`src/rtl/prt_table_if.sv`:
```
// Handshake bundle between the MPD (master) and the packet reference table (slave).
// Signal names follow the method-style EN/RDY pairing used on the MPD side.
interface prt_table_if #(
  parameter int DATA_WIDTH = 32,
  parameter int NUM_SLOTS  = 16
) ();
  localparam int SW = $clog2(NUM_SLOTS);

  logic                  EN_start_writing_prt_entry;
  logic                  RDY_start_writing_prt_entry;
  logic [SW-1:0]         start_writing_prt_entry;
  logic                  EN_write_prt_entry;
  logic                  RDY_write_prt_entry;
  logic [DATA_WIDTH-1:0] write_prt_entry_data;
  logic                  EN_finish_writing_prt_entry;
  logic                  RDY_finish_writing_prt_entry;
  logic                  EN_invalidate_prt_entry;
  logic                  RDY_invalidate_prt_entry;
  logic [SW-1:0]         invalidate_prt_entry_slot;
  logic                  EN_start_reading_prt_entry;
  logic                  RDY_start_reading_prt_entry;
  logic [SW-1:0]         start_reading_prt_entry_slot;
  logic                  EN_read_prt_entry;
  logic                  RDY_read_prt_entry;
  logic [DATA_WIDTH:0]   read_prt_entry;
  logic                  is_prt_slot_free;
  logic                  RDY_is_prt_slot_free;

  modport master (
    output EN_start_writing_prt_entry, EN_write_prt_entry, write_prt_entry_data,
           EN_finish_writing_prt_entry, EN_invalidate_prt_entry, invalidate_prt_entry_slot,
           EN_start_reading_prt_entry, start_reading_prt_entry_slot, EN_read_prt_entry,
    input  RDY_start_writing_prt_entry, start_writing_prt_entry, RDY_write_prt_entry,
           RDY_finish_writing_prt_entry, RDY_invalidate_prt_entry, RDY_start_reading_prt_entry,
           RDY_read_prt_entry, read_prt_entry, is_prt_slot_free, RDY_is_prt_slot_free
  );

  modport slave (
    input  EN_start_writing_prt_entry, EN_write_prt_entry, write_prt_entry_data,
           EN_finish_writing_prt_entry, EN_invalidate_prt_entry, invalidate_prt_entry_slot,
           EN_start_reading_prt_entry, start_reading_prt_entry_slot, EN_read_prt_entry,
    output RDY_start_writing_prt_entry, start_writing_prt_entry, RDY_write_prt_entry,
           RDY_finish_writing_prt_entry, RDY_invalidate_prt_entry, RDY_start_reading_prt_entry,
           RDY_read_prt_entry, read_prt_entry, is_prt_slot_free, RDY_is_prt_slot_free
  );
endinterface

```
`src/rtl/prt_table.sv`:
```
// Packet reference table: NUM_SLOTS buffers of up to MAX_BEATS words, one write and one
// read transaction in flight at a time, plus slot invalidation.
// Optional macro PRT_STATS_EN adds saturating commit/invalidate/abort counters.
//
// state    | meaning
// W_IDLE   | no write open; start allocates the lowest free slot
// W_ACTIVE | words being pushed into wr_slot; finish commits, invalidate aborts
// R_IDLE   | no read open
// R_ACTIVE | read_prt_entry presents beat rd_ptr of rd_slot (or one empty beat)
module prt_table #(
  parameter int DATA_WIDTH = 32,
  parameter int NUM_SLOTS  = 16,
  parameter int MAX_BEATS  = 8,
  localparam int SW = $clog2(NUM_SLOTS),
  localparam int BW = $clog2(MAX_BEATS + 1),
  localparam int IW = $clog2(MAX_BEATS)
) (
  input  logic           CLK,
  input  logic           RST,
  prt_table_if.slave     bus
`ifdef PRT_STATS_EN
  ,
  output logic [15:0]    stat_committed,
  output logic [15:0]    stat_invalidated,
  output logic [15:0]    stat_aborted
`endif
);

  typedef enum logic {W_IDLE, W_ACTIVE} w_state_t;
  typedef enum logic {R_IDLE, R_ACTIVE} r_state_t;

  w_state_t              w_state;
  r_state_t              r_state;
  logic [DATA_WIDTH-1:0] mem [NUM_SLOTS][MAX_BEATS];
  logic [NUM_SLOTS-1:0]  valid;
  logic [BW-1:0]         len [NUM_SLOTS];
  logic [SW-1:0]         wr_slot, rd_slot, alloc_slot;
  logic [BW-1:0]         wr_cnt, rd_ptr, commit_len;
  logic                  rd_empty, rd_last, any_free;
  logic                  do_sw, do_w, do_f, do_inv, do_sr, do_r, w_abort, r_abort;

  // Lowest-index free slot; the slot under construction is never free.
  always_comb begin
    alloc_slot = '0;
    any_free   = 1'b0;
    for (int i = NUM_SLOTS - 1; i >= 0; i--) begin
      if (!valid[i] && !(w_state == W_ACTIVE && wr_slot == SW'(i))) begin
        alloc_slot = SW'(i);
        any_free   = 1'b1;
      end
    end
  end

  assign bus.RDY_start_writing_prt_entry  = (w_state == W_IDLE) && any_free;
  assign bus.start_writing_prt_entry      = alloc_slot;
  assign bus.RDY_write_prt_entry          = (w_state == W_ACTIVE) && (wr_cnt < BW'(MAX_BEATS));
  assign bus.RDY_finish_writing_prt_entry = (w_state == W_ACTIVE) && (wr_cnt != '0);
  assign bus.RDY_invalidate_prt_entry     = 1'b1;
  assign bus.RDY_start_reading_prt_entry  = (r_state == R_IDLE);
  assign bus.RDY_read_prt_entry           = (r_state == R_ACTIVE);
  assign bus.is_prt_slot_free             = any_free;
  assign bus.RDY_is_prt_slot_free         = 1'b1;

  assign do_sw   = bus.EN_start_writing_prt_entry  && bus.RDY_start_writing_prt_entry;
  assign do_w    = bus.EN_write_prt_entry          && bus.RDY_write_prt_entry;
  assign do_f    = bus.EN_finish_writing_prt_entry && bus.RDY_finish_writing_prt_entry;
  assign do_inv  = bus.EN_invalidate_prt_entry;
  assign do_sr   = bus.EN_start_reading_prt_entry  && bus.RDY_start_reading_prt_entry;
  assign do_r    = bus.EN_read_prt_entry           && bus.RDY_read_prt_entry;
  assign w_abort = do_inv && (w_state == W_ACTIVE) && (bus.invalidate_prt_entry_slot == wr_slot);
  assign r_abort = do_inv && (r_state == R_ACTIVE) && (bus.invalidate_prt_entry_slot == rd_slot);

  // A finish in the same cycle as a write includes that word in the committed length.
  assign commit_len = do_w ? wr_cnt + BW'(1) : wr_cnt;
  assign rd_last    = rd_empty || (rd_ptr == len[rd_slot] - BW'(1));

  assign bus.read_prt_entry = (r_state != R_ACTIVE) ? '0 :
                              rd_empty ? {1'b1, {DATA_WIDTH{1'b0}}} :
                              {rd_last, mem[rd_slot][rd_ptr[IW-1:0]]};

  // Packet word storage; contents are deliberately left unreset.
  always_ff @(posedge CLK) begin
    if (do_w) mem[wr_slot][wr_cnt[IW-1:0]] <= bus.write_prt_entry_data;
  end

  // Write FSM, read FSM and slot bookkeeping.
  always_ff @(posedge CLK) begin
    if (RST) begin
      w_state  <= W_IDLE;
      r_state  <= R_IDLE;
      valid    <= '0;
      wr_slot  <= '0;
      rd_slot  <= '0;
      wr_cnt   <= '0;
      rd_ptr   <= '0;
      rd_empty <= 1'b0;
      for (int i = 0; i < NUM_SLOTS; i++) len[i] <= '0;
    end else begin
      case (w_state)
        W_IDLE: begin
          if (do_sw) begin
            wr_slot <= alloc_slot;
            wr_cnt  <= '0;
            w_state <= W_ACTIVE;
          end
        end
        W_ACTIVE: begin
          if (w_abort) begin
            w_state <= W_IDLE;
          end else begin
            if (do_w) wr_cnt <= wr_cnt + BW'(1);
            if (do_f) begin
              valid[wr_slot] <= 1'b1;
              len[wr_slot]   <= commit_len;
              w_state        <= W_IDLE;
            end
          end
        end
        default: w_state <= W_IDLE;
      endcase

      if (do_inv) begin
        valid[bus.invalidate_prt_entry_slot] <= 1'b0;
        len[bus.invalidate_prt_entry_slot]   <= '0;
      end

      case (r_state)
        R_IDLE: begin
          if (do_sr) begin
            rd_slot  <= bus.start_reading_prt_entry_slot;
            rd_ptr   <= '0;
            // A slot invalidated in the same cycle must not be read as if still valid.
            rd_empty <= !valid[bus.start_reading_prt_entry_slot] ||
                        (do_inv && bus.invalidate_prt_entry_slot == bus.start_reading_prt_entry_slot);
            r_state  <= R_ACTIVE;
          end
        end
        R_ACTIVE: begin
          if (r_abort) begin
            r_state <= R_IDLE;
          end else if (do_r) begin
            if (rd_last) r_state <= R_IDLE;
            else         rd_ptr  <= rd_ptr + BW'(1);
          end
        end
        default: r_state <= R_IDLE;
      endcase
    end
  end

`ifdef PRT_STATS_EN
  function automatic logic [15:0] sat_add(input logic [15:0] a, input logic [1:0] inc);
    logic [16:0] s;
    s = {1'b0, a} + 17'(inc);
    return s[16] ? 16'hFFFF : s[15:0];
  endfunction

  // Saturating event counters.
  always_ff @(posedge CLK) begin
    if (RST) begin
      stat_committed   <= '0;
      stat_invalidated <= '0;
      stat_aborted     <= '0;
    end else begin
      stat_committed   <= sat_add(stat_committed, {1'b0, do_f && !w_abort});
      stat_invalidated <= sat_add(stat_invalidated,
                                  {1'b0, do_inv && valid[bus.invalidate_prt_entry_slot]});
      stat_aborted     <= sat_add(stat_aborted, 2'(w_abort) + 2'(r_abort));
    end
  end
`endif

endmodule

```
`src/flat_wrapper.sv`:
```
// flat-port wrapper written by rule: the top's interface ports become plain ports
module prt_table_flat 
#(
  parameter int DATA_WIDTH = 32,
  parameter int NUM_SLOTS  = 16,
  parameter int MAX_BEATS  = 8,
  localparam int SW = $clog2(NUM_SLOTS),
  localparam int BW = $clog2(MAX_BEATS + 1),
  localparam int IW = $clog2(MAX_BEATS)
)
  (CLK, RST, bus_EN_start_writing_prt_entry, bus_EN_write_prt_entry, bus_write_prt_entry_data, bus_EN_finish_writing_prt_entry, bus_EN_invalidate_prt_entry, bus_invalidate_prt_entry_slot, bus_EN_start_reading_prt_entry, bus_start_reading_prt_entry_slot, bus_EN_read_prt_entry, bus_RDY_start_writing_prt_entry, bus_start_writing_prt_entry, bus_RDY_write_prt_entry, bus_RDY_finish_writing_prt_entry, bus_RDY_invalidate_prt_entry, bus_RDY_start_reading_prt_entry, bus_RDY_read_prt_entry, bus_read_prt_entry, bus_is_prt_slot_free, bus_RDY_is_prt_slot_free);
  prt_table_if #(.DATA_WIDTH(DATA_WIDTH), .NUM_SLOTS(NUM_SLOTS)) bus_i ();
  input  logic CLK;
  input  logic RST;
  input wire logic [$bits(bus_i.EN_start_writing_prt_entry)-1:0] bus_EN_start_writing_prt_entry;
  input wire logic [$bits(bus_i.EN_write_prt_entry)-1:0] bus_EN_write_prt_entry;
  input wire logic [$bits(bus_i.write_prt_entry_data)-1:0] bus_write_prt_entry_data;
  input wire logic [$bits(bus_i.EN_finish_writing_prt_entry)-1:0] bus_EN_finish_writing_prt_entry;
  input wire logic [$bits(bus_i.EN_invalidate_prt_entry)-1:0] bus_EN_invalidate_prt_entry;
  input wire logic [$bits(bus_i.invalidate_prt_entry_slot)-1:0] bus_invalidate_prt_entry_slot;
  input wire logic [$bits(bus_i.EN_start_reading_prt_entry)-1:0] bus_EN_start_reading_prt_entry;
  input wire logic [$bits(bus_i.start_reading_prt_entry_slot)-1:0] bus_start_reading_prt_entry_slot;
  input wire logic [$bits(bus_i.EN_read_prt_entry)-1:0] bus_EN_read_prt_entry;
  output wire logic [$bits(bus_i.RDY_start_writing_prt_entry)-1:0] bus_RDY_start_writing_prt_entry;
  output wire logic [$bits(bus_i.start_writing_prt_entry)-1:0] bus_start_writing_prt_entry;
  output wire logic [$bits(bus_i.RDY_write_prt_entry)-1:0] bus_RDY_write_prt_entry;
  output wire logic [$bits(bus_i.RDY_finish_writing_prt_entry)-1:0] bus_RDY_finish_writing_prt_entry;
  output wire logic [$bits(bus_i.RDY_invalidate_prt_entry)-1:0] bus_RDY_invalidate_prt_entry;
  output wire logic [$bits(bus_i.RDY_start_reading_prt_entry)-1:0] bus_RDY_start_reading_prt_entry;
  output wire logic [$bits(bus_i.RDY_read_prt_entry)-1:0] bus_RDY_read_prt_entry;
  output wire logic [$bits(bus_i.read_prt_entry)-1:0] bus_read_prt_entry;
  output wire logic [$bits(bus_i.is_prt_slot_free)-1:0] bus_is_prt_slot_free;
  output wire logic [$bits(bus_i.RDY_is_prt_slot_free)-1:0] bus_RDY_is_prt_slot_free;
  assign bus_i.EN_start_writing_prt_entry = bus_EN_start_writing_prt_entry;
  assign bus_i.EN_write_prt_entry = bus_EN_write_prt_entry;
  assign bus_i.write_prt_entry_data = bus_write_prt_entry_data;
  assign bus_i.EN_finish_writing_prt_entry = bus_EN_finish_writing_prt_entry;
  assign bus_i.EN_invalidate_prt_entry = bus_EN_invalidate_prt_entry;
  assign bus_i.invalidate_prt_entry_slot = bus_invalidate_prt_entry_slot;
  assign bus_i.EN_start_reading_prt_entry = bus_EN_start_reading_prt_entry;
  assign bus_i.start_reading_prt_entry_slot = bus_start_reading_prt_entry_slot;
  assign bus_i.EN_read_prt_entry = bus_EN_read_prt_entry;
  assign bus_RDY_start_writing_prt_entry = bus_i.RDY_start_writing_prt_entry;
  assign bus_start_writing_prt_entry = bus_i.start_writing_prt_entry;
  assign bus_RDY_write_prt_entry = bus_i.RDY_write_prt_entry;
  assign bus_RDY_finish_writing_prt_entry = bus_i.RDY_finish_writing_prt_entry;
  assign bus_RDY_invalidate_prt_entry = bus_i.RDY_invalidate_prt_entry;
  assign bus_RDY_start_reading_prt_entry = bus_i.RDY_start_reading_prt_entry;
  assign bus_RDY_read_prt_entry = bus_i.RDY_read_prt_entry;
  assign bus_read_prt_entry = bus_i.read_prt_entry;
  assign bus_is_prt_slot_free = bus_i.is_prt_slot_free;
  assign bus_RDY_is_prt_slot_free = bus_i.RDY_is_prt_slot_free;
  prt_table #(.DATA_WIDTH(DATA_WIDTH), .NUM_SLOTS(NUM_SLOTS), .MAX_BEATS(MAX_BEATS)) u_core (.CLK(CLK), .RST(RST), .bus(bus_i));
endmodule
```
`config.mk`:
```
export PLATFORM = sky130hd
export DESIGN_NAME = prt_table_flat
export DESIGN_NICKNAME = d
export VERILOG_FILES = /design/src/rtl/prt_table_if.sv /design/src/rtl/prt_table.sv /design/src/flat_wrapper.sv
export SDC_FILE = /design/constraint.sdc
export NUM_CORES = 2
export LEC_CHECK = 0
export CAP_MARGIN = 40
export CORE_AREA = 2 2 544 492
export CTS_CLUSTER_SIZE = 8
export DETAILED_ROUTE_END_ITERATION = 10
export DIE_AREA = 0 0 546 494
export PLACE_DENSITY = 0.77
export REMOVE_ABC_BUFFERS = 1
export SYNTH_ARGS = -nofsm -noshare
export SYNTH_HDL_FRONTEND = slang
export SYNTH_MEMORY_MAX_BITS = 65536
export SYNTH_SLANG_ARGS = --single-unit
export TNS_END_PERCENT = 20
```
`constraint.sdc`:
```
create_clock -name CLK -period 7.1 [get_ports CLK]
set_input_delay 1.42 -clock CLK [delete_from_list [all_inputs] [get_ports CLK]]
set_output_delay 1.42 -clock CLK [all_outputs]
set_load 0.05 [all_outputs]
```
==> reports/summary.txt <==
I/O pin count - 93
Cell accounting for the most synthesized area - edfxtp_1
CORE AREA - 264000 um^2
Global-route wire length before repair - 694 mm
Max Fclk - 141 MHz
Cells after Synth - 6531
Clock Sinks - 4199
Port bufs - 90
Wire per inst - 46.4 um
Fin Clk Skew - 0.0451 ns
Share of the synthesized area in the top cell type - 76.6%
Cells along the critical path - buf_4, buf_4, mux4_2, mux4_2, mux4_2, mux2i_1, nor2_1, clkdlybuf4s50_1
Avg Cell Area, Syn - 24.6 um^2
Hold Path Class - reg2reg
Post-synth top cells - edfxtp_1, mux4_2, nor2_1
Mapped cell area - 161000 um^2
Rows - 179
Sw Ratio - 22.2%
Leakage - 0.0562 uW
Drt drc - 0
GRT overflow - 0
Die X - 546 um
Critical path class - reg2out
Non-Filler Instances - 10849
Yosys reg bits - 4199
Root buffer cell - clkbuf_16
Most common cell in the synthesized netlist - edfxtp_1
Synth cell types - 49
Nets - 7280
Slowest stage delay, CP - 0.87 ns
PD cells - 303 nW/um^2
Tcrit/Tclk final - 100%
CTS buffer count - 606
Final core occ - 70.3%
Post-cts sizing count - 0
Top_reg_cell synth - edfxtp_1
Vias per inst - 7.89
Top cell by count, worst path - mux4_2
Number of synthesized flops with an enable pin - 4096
GRT Util Overall - 37.5%
Sequential group share of total power - 48.5%
Comb pwr share - 5.2%
Seq/Total Area, Yosys - 77.8%
Fraction of registers with async set/reset - 0%
Final WS setup - -0.00972 ns
Fin. Hold Viols - 0
Crit path max fanout - 31
Max Root-Sink Buffers - 4
Clock-pin slew on the worst setup and hold paths - 0.05 ns
Initial antenna violation count - 49
Final Max Slew Viols - 0
YS warnings - 0
Switching power total - 12500 uW
H-tree depth - 6
Largest net degree at the start of global routing - 106
Dpl cells - 10140
Vias in the first global route - 85210
Critical Path AT - 5.69 ns
Status - complete, but fails checks
Buf/Inv on CP - 3
CP max-delay cell - dfxtp_4
Slew margin rel. - 29.9%
Slew at the pin closest to its max-slew limit - 1.05 ns
Top cells by area, synth - edfxtp_1, mux4_2, dfxtp_1, nor2_1, clkbuf_1
Synth-to-layout area growth - 15.3%
Worst vdd ir - 0.000281 V
Clk pwr share - 46.2%
Clk_lat worst skew - 1.00 ns
Failing checks - negative setup slack
Die ar. - 270000 um^2
Die Height - 494 um
Antenna viol nets, final - 0
Critical path required time - 5.68 ns
Pre-antenna DRT Iters - 8
Share of layout cells above drive strength 1 - 35.2%
Vias post-DR - 85600
Layout fillers - 13433
Max Cap Viol - 0
Unrepaired setup endpoints after global routing - false
DRT iter0 DRCs - 17740
CP Capture Type - primary output
Final min period - 7.11 ns
Total detailed-routing wirelength - 504 mm
Starting Density - 60.9%
DPL Wire Length - 238 mm
Final Wtd Congestion - 0.867
Internal - 43700 uW
CP Launch Type - flop
Critical path's top delay family - multiplexers
CTS tree - yes
Setup-violating endpoint count in the final report - 1
## sequential cells by signal (all words and copies together), names as in the netlist, named ones only
| register | flops |
|---|---|
| u_core.mem | 4096 |
| u_core.len | 64 |
| u_core.valid | 16 |
| u_core.rd_ptr | 4 |
| u_core.rd_slot | 4 |
| u_core.wr_cnt | 4 |
| u_core.wr_slot | 4 |
| u_core.bus.RDY_read_prt_entry | 1 |
| u_core.rd_empty | 1 |
| u_core.w_state | 1 |
## final timing paths
path / start / to / slack [ns] / depth (start not counted)
setup / recovery: flop / bus_read_prt_entry[22] / -0.01 / 8
hold / removal: u_core.rd_slot[3]$_SDFFE_PP0P_ / flop / 0.48 / 2
setup reg to reg: u_core.w_state$_SDFF_PP0_ / u_core.mem[14][45]$_DFFE_PP_ / 3.17 / 8
hold reg to reg: u_core.rd_slot[3]$_SDFFE_PP0P_ / flop / 0.48 / 2
## worst reg2reg max path, stage by stage, from the launching register on
cell     delay [ns]
dfxtp_1        0.52
nor2b_1        0.30
nand2_1        0.12
nor2_1         0.18
buf_4          0.21
nand3_2        0.61
buf_16         0.44
nor2_4         0.67
buf_4          0.51
## stage by stage
| step | power [uW] | hold WS [ns] | setup TNS [ns] | setup slack, ns | instance area [um^2] |
|---|---|---|---|---|---|
| after floorplan | 31800 | 0.454 | -1495.36 | -40.80 | 159000 |
| after global placement | 30400 | 0.471 | 0 | 1.29 | 168000 |
| after detailed placement | 30400 | 0.482 | 0 | 1.25 | 169000 |
| after CTS | 56100 | 0.489 | 0 | 0.0946 | 185000 |
| after global routing | 57000 | 0.525 | 0 | 0.0267 | 185000 |
| final | 56200 | 0.479 | -0.00972 | -0.00972 | 185000 |
## placed cells by master, fill, tap and decap left out, drive strengths merged, types with 28 or more instances in the layout
cell type / instances
clkbuf: 651
nor2: 285
edfxtp: 4096
clkdlybuf4s50: 34
inv: 28
a211oi: 66
dfxtp: 103
mux4: 1366
nand2: 44
buf: 405
a21oi: 34
mux2i: 41
## repair_timing
action	in CTS	in global routing
hold buffers	0	0
endpoints found under the setup margin	1	0
setup buffers	1	0
## routing by layer
layer	share of wire, %	vias to the layer above	track usage, %
li1	-	29529	-
met1	32	44384	49.4
met2	46	9951	56.5
met3	16	1708	12.6
met4	6.1	28	19.5
met5	0.039	-	0
## area by class of cell
type                       instances  area (um^2)  area share [%]
timing repair buffer             439         4730            2.55
inverter                          12         47.5          0.0257
antenna                           23         57.6          0.0311
clock inverter                    26          314           0.169
multi-input combinational       1970        35000            18.9
sequential                      4199       125000            67.5
clock buffer                     651        15700            8.45
tap                             3529         4420            2.38
## power by group through the flow
stage,sequential (uW),clock [uW],combinational [uW]
after CTS,27300,25900,2830
final,27300,26000,2950
after global placement,27800,0,2600
after detailed placement,27800,0,2680
after global routing,27300,26800,2970
after floorplan,28000,0,3730
## cells by family (layout without fill, tap and decap cells)
group	count (synthesis)	in the layout	synth area share (%)
compound gates	142	142	0.620
xor+xnor	18	18	0.0981
fa+ha+maj	4	4	0.0312
buf+inv	363	1128	0.974
flops	4199	4199	77.8
mux	1408	1408	19.4
other cells	1	25	0.00233
simple gates	396	396	1.01
Note: power is estimated with default switching activity, not from simulation.
